$ cat src/rtl/cache_ctrl.sv
// Request controller for a direct-mapped, write-through, no-write-allocate cache.
// Sequences RAM lookup, miss handling over a req/ack memory port, and line fill.
module cache_ctrl #(
   parameter int index       = 3,
   parameter int cachesize   = 8,
   parameter int memory_bits = 5,
   parameter int data_bits   = 8
) (
   input  logic                         clk,
   input  logic                         reset,
   input  logic                         cpu_req,
   input  logic                         cpu_we,
   input  logic [memory_bits-1:0]       cpu_addr,
   input  logic [data_bits-1:0]         cpu_wdata,
   output logic [data_bits-1:0]         cpu_rdata,
   output logic                         cpu_ready,
   output logic                         cpu_busy,
   output logic                         read_signal,
   output logic                         write_signal,
   output logic [index-1:0]             ram_index,
   output logic [memory_bits-index-1:0] ram_tag,
   output logic [data_bits-1:0]         ram_wdata,
   input  logic                         valid_in,
   input  logic [memory_bits-index-1:0] tag_in,
   input  logic [data_bits-1:0]         line_in,
   output logic                         mem_req,
   output logic                         mem_we,
   output logic [memory_bits-1:0]       mem_addr,
   output logic [data_bits-1:0]         mem_wdata,
   input  logic [data_bits-1:0]         mem_rdata,
   input  logic                         mem_ack,
   output logic [7:0]                   hit_count,
   output logic [7:0]                   miss_count
);

   localparam int T = memory_bits - index;

   if (cachesize != (1 << index)) begin : g_bad_cfg
      $error("cache_ctrl: cachesize must equal 2**index");
   end

   typedef enum logic [2:0] {IDLE, LOOKUP, MEM, FILL, RESP} state_t;

   state_t                   state_q, state_d;
   logic                     we_q, we_d;
   logic [memory_bits-1:0]   addr_q, addr_d;
   logic [data_bits-1:0]     wdata_q, wdata_d;
   logic [data_bits-1:0]     fetch_q, fetch_d;
   logic [data_bits-1:0]     rdata_q, rdata_d;
   logic                     whit_q, whit_d;
   logic                     mem_req_q, mem_req_d;
   logic                     mem_we_q, mem_we_d;
   logic [memory_bits-1:0]   mem_addr_q, mem_addr_d;
   logic [data_bits-1:0]     mem_wdata_q, mem_wdata_d;
   logic [7:0]               hit_cnt_q, hit_cnt_d;
   logic [7:0]               miss_cnt_q, miss_cnt_d;
   logic                     hit;

   function automatic logic [7:0] sat_inc(input logic [7:0] v);
      return (v == 8'hFF) ? v : v + 8'd1;
   endfunction

   assign hit = valid_in && (tag_in == addr_q[memory_bits-1:index]);

   always_comb begin
      state_d     = state_q;
      we_d        = we_q;
      addr_d      = addr_q;
      wdata_d     = wdata_q;
      fetch_d     = fetch_q;
      rdata_d     = rdata_q;
      whit_d      = whit_q;
      mem_req_d   = mem_req_q;
      mem_we_d    = mem_we_q;
      mem_addr_d  = mem_addr_q;
      mem_wdata_d = mem_wdata_q;
      hit_cnt_d   = hit_cnt_q;
      miss_cnt_d  = miss_cnt_q;
      case (state_q)
         IDLE: begin
            if (cpu_req) begin
               we_d    = cpu_we;
               addr_d  = cpu_addr;
               wdata_d = cpu_wdata;
               state_d = LOOKUP;
            end
         end
         LOOKUP: begin
            if (!we_q && hit) begin
               rdata_d   = line_in;
               hit_cnt_d = sat_inc(hit_cnt_q);
               state_d   = RESP;
            end else begin
               // Every write goes to memory; reads go only on a miss.
               mem_req_d  = 1'b1;
               mem_we_d   = we_q;
               mem_addr_d = addr_q;
               if (we_q) mem_wdata_d = wdata_q;
               whit_d = we_q && hit;
               if (we_q && hit) hit_cnt_d = sat_inc(hit_cnt_q);
               else             miss_cnt_d = sat_inc(miss_cnt_q);
               state_d = MEM;
            end
         end
         MEM: begin
            if (mem_ack) begin
               mem_req_d = 1'b0;
               if (!we_q) begin
                  fetch_d = mem_rdata;
                  state_d = FILL;
               end else if (whit_q) begin
                  state_d = FILL;
               end else begin
                  state_d = RESP;
               end
            end
         end
         FILL: begin
            if (!we_q) rdata_d = fetch_q;
            state_d = RESP;
         end
         RESP:    state_d = IDLE;
         default: state_d = IDLE;
      endcase
   end

   always_ff @(posedge clk) begin
      if (reset) begin
         state_q     <= IDLE;
         we_q        <= 1'b0;
         addr_q      <= '0;
         wdata_q     <= '0;
         fetch_q     <= '0;
         rdata_q     <= '0;
         whit_q      <= 1'b0;
         mem_req_q   <= 1'b0;
         mem_we_q    <= 1'b0;
         mem_addr_q  <= '0;
         mem_wdata_q <= '0;
         hit_cnt_q   <= '0;
         miss_cnt_q  <= '0;
      end else begin
         state_q     <= state_d;
         we_q        <= we_d;
         addr_q      <= addr_d;
         wdata_q     <= wdata_d;
         fetch_q     <= fetch_d;
         rdata_q     <= rdata_d;
         whit_q      <= whit_d;
         mem_req_q   <= mem_req_d;
         mem_we_q    <= mem_we_d;
         mem_addr_q  <= mem_addr_d;
         mem_wdata_q <= mem_wdata_d;
         hit_cnt_q   <= hit_cnt_d;
         miss_cnt_q  <= miss_cnt_d;
      end
   end

   // Lookup strobe is combinational so the RAMs return data in LOOKUP.
   assign read_signal  = (state_q == IDLE) && cpu_req && !reset;
   assign write_signal = (state_q == FILL);
   assign ram_index    = addr_q[index-1:0];
   assign ram_tag      = addr_q[memory_bits-1:index];
   assign ram_wdata    = we_q ? wdata_q : fetch_q;
   assign cpu_ready    = (state_q == RESP);
   assign cpu_busy     = (state_q != IDLE);
   assign cpu_rdata    = rdata_q;
   assign mem_req      = mem_req_q;
   assign mem_we       = mem_we_q;
   assign mem_addr     = mem_addr_q;
   assign mem_wdata    = mem_wdata_q;
   assign hit_count    = hit_cnt_q;
   assign miss_count   = miss_cnt_q;

   logic [T-1:0] unused_tag_w;
   assign unused_tag_w = ram_tag;

endmodule

$ cat config.mk
export PLATFORM = sky130hd
export DESIGN_NAME = cache_ctrl
export DESIGN_NICKNAME = d
export VERILOG_FILES = /design/src/rtl/cache_ctrl.sv
export SDC_FILE = /design/constraint.sdc
export NUM_CORES = 1
export LEC_CHECK = 0
export CELL_PAD_IN_SITES_DETAIL_PLACEMENT = 0
export CELL_PAD_IN_SITES_GLOBAL_PLACEMENT = 2
export CORE_MARGIN = 2
export CORE_UTILIZATION = 25
export CTS_CLUSTER_DIAMETER = 100
export DETAILED_ROUTE_END_ITERATION = 10
export GPL_ROUTABILITY_DRIVEN = 1
export PLACE_DENSITY_LB_ADDON = 0.12
export SLEW_MARGIN = 20
export SYNTH_ARGS = -nofsm -noshare
export SYNTH_HDL_FRONTEND = slang
export SYNTH_SLANG_ARGS = --single-unit
$ cat constraint.sdc
create_clock -name clk -period 4.5 [get_ports clk]
set_input_delay 1.125 -clock clk [delete_from_list [all_inputs] [get_ports clk]]
set_output_delay 1.125 -clock clk [all_outputs]
set_load 0.02 [all_outputs]
==> run_results.csv <==
group,metric,value,unit
worst_setup_path,cp_data_arrival_time,2740,ps
cells_and_area,finalInstanceArea,4203,um2
grt,antenna_found_initial,0,
cells_and_area,final_nets,457,
synth,yosysWarnings,0,
synth,synth_nets,368,
grt,grt.total_usage,0.1381,
min_path,hold_path.class,"flop to flop",
placement,dp_worst_setup_slack,638.3,ps
synth,syn_area,2844,um2
sta,tightestPinTransition,827.2,ps
synth,synth_top_area_frac,0.4575,
pwr,combPwrFrac,0.123,
route,remaining_drc_errors,0,
route,via_count,2676,
synth,ys.flop_type,"dfxtp_1",
synth,yosys.area.top_type,"dfxtp_1",
synth,synth.most_common_cell,"nand2_1",
route,firstDrtPassIters,4,
clock_network,clk_pin_slew,60,ps
synth,synth_common_cells,"nand2_1, dfxtp_1, a21oi_1, nor2_1, mux2i_1",
floorplan,die_area,12240,um2
synth,syn_avg_cell_area,8.644,um2
grt,grt-ovfl-total,0,
pwr,peakVddDrop,0.1867,mV
floorplan,coreArea,10980,um2
placement,dp_hpwl,5954,um
flow_run,drv_cap,0,
clock_network,clock_latency,330,ps
floorplan,die_h,110.7,um
route,wl_per_cell,15.12,um
worst_setup_path,worstSetupPathType,"primary input to primary output",
sta,setup_viol,0,
cells_and_area,areaGrowthSynthToFinish,47.78,%
clock_network,root_buffer,"clkbuf_16",
pwr,p_int,1.133,mW
floorplan,num_io_pins,93,
pwr,power_density,361.5,nW/um2
sta,tns,0,ps
sta,timing_max_transition_violations_final,0,
synth,ys_types,41,
synth,synthArstFlopShare,0,
clock_network,ctsHtreeMaxLevel,3,
route,drt_iter0_drc,110,
route,avgViaCountPerCell,4.753,
clock_network,post_cts_resized,0,
pwr,p_leak,1.473,nW
synth,synth_edf_count,0,
clock_network,post_cts.repair.setup_buffers,0,
sta,rsz0062_at_grt,"false",
synth,yosys-top-cells-area,"dfxtp_1, nand2_1, a21oi_1",
synth,synthCells,329,
sta,period_needed,3862,ps
cells_and_area,antenna_cells,0,
cells_and_area,final_util,0.3827,
sta,finalCritPeriodShare,0.8582,
pwr,p_sw_frac,0.2539,
route,routed_wirelength,8511,um
sta,slew_headroom,0.4482,
grt,grt_max_degree,66,
grt,grt_pass1_vias,2608,
route,final_antenna_net_count,0,
run_status,status,"finished clean",
placement,gp_congestion,0.7509,
worst_setup_path,cp.required,3380,ps
pwr,clkPwrFrac,0.469,
clock_network,numCtsBuffers,9,
worst_setup_path,worstPathMaxFanout,4,
clock_network,cts_buffer_depth,2,
clock_network,cts_tree,"done",
worst_setup_path,start_kind,"primary input",
placement,port_buffers,92,
sta,finalHoldViolations,0,
clock_network,cts.sinks,65,
synth,seq_area_frac_synth,0.4575,
floorplan,die_x,110.7,um
worst_setup_path,end_kind,"primary output",
sta,worst_clock_skew,5.227,ps
floorplan,start_util,0.2589,
synth,synth-seq-cells,65,
floorplan,row_count,38,
sta,setup_ws,638.1,ps
cells_and_area,drive_above_1_share,0.09220,
placement,placed_area,3896,um2
pwr,seq_power_share,0.408,
sta,max_freq,0.2589,GHz
pwr,netSwitchingPower,0.3857,mW
clock_network,cts-hold-fix-buffers,0,
grt,grt_pass1_wl,13640,um
## flip-flops by register name (all words and copies together) (netlist names)
name	cells
mem_wdata	8
addr_q	5
we_q	1
mem_req	1
whit_q	1
miss_count	8
mem_addr	5
fetch_q	8
mem_we	1
hit_count	8
cpu_rdata	8
wdata_q	8
state_q	3
## routing by layer
metal | global-route usage | wire length, um | up-vias
li1 | - | - | 1348
met1 | 0.1869 | 4136 | 1246
met2 | 0.2090 | 3773 | 75
met3 | 0.04975 | 525 | 7
met4 | 0.03500 | 76 | 0
met5 | 0 | 0 | -
## through the flow
| stage | power [mW] | instances | hold WS (ps) |
|---|---|---|---|
| final | 1.519 | 563 | 458.8 |
| after floorplan | 0.7260 | 329 | 441.7 |
| after detailed placement | 0.8218 | 547 | 449.6 |
| after global routing | 1.584 | 563 | 487.2 |
| after CTS | 1.540 | 563 | 461.0 |
| after global placement | 0.8217 | 547 | 450.5 |
## power groups by stage
stage                     clock network [mW]  registers, mW  logic (mW)
final                                  0.713          0.620       0.187
after global routing                   0.757          0.623       0.203
after CTS                              0.730          0.620       0.190
after detailed placement                   0          0.632       0.189
after global placement                     0          0.632       0.189
after floorplan                            0          0.638      0.0881
## cells in the final DEF (no fill, tap or decap), drive strengths merged, types with 6 or more instances in the layout
master,n
a21oi,41
a311oi,9
buf,7
clkbuf,10
clkdlybuf4s50,91
dfxtp,65
mux2,10
mux2i,13
nand2,68
nand3,7
nor2,22
nor3b,6
o31ai,6
or4,8
## path summary, 6_finish.rpt
path,from,to,slack [ps],cells past startpoint
setup / recovery,cpu_req,read_signal,640,5
setup reg to reg,state_q[0],hit_count[6],2190,4
hold reg to reg,mem_wdata[3],mem_wdata[3],460,2
hold / removal,mem_wdata[3],mem_wdata[3],460,2
## area by class of cell
type	count	area, um2
inverters	6	22.52
multi-input cells	238	1436
well taps	140	175.2
repair buffers	98	960.9
flip-flops and latches	65	1301
fillers	1141	6780
clock buffers	10	239.0
clock inverters	6	67.56
## worst max-delay path: stages
cell and delay (ps):
clkdlybuf4s50_1 470, nor2b_1 250, nand2_1 110, nor2_1 150, clkdlybuf4s50_1 630
## cell families (layout without fill, tap and decap cells)
kind of cell / Yosys count / in the layout / share of synthesized area
AND/OR/NAND/NOR: 136 / 136 / 0.2327
AO/OA/AOI/OAI: 75 / 75 / 0.1703
flip-flops: 65 / 65 / 0.4575
buffers and inverters: 26 / 120 / 0.03915
multiplexers: 23 / 23 / 0.08535
adder cells (fa/ha/maj): 2 / 2 / 0.008798
XOR/XNOR: 2 / 2 / 0.006160
Power figures use the tool's default switching activity.
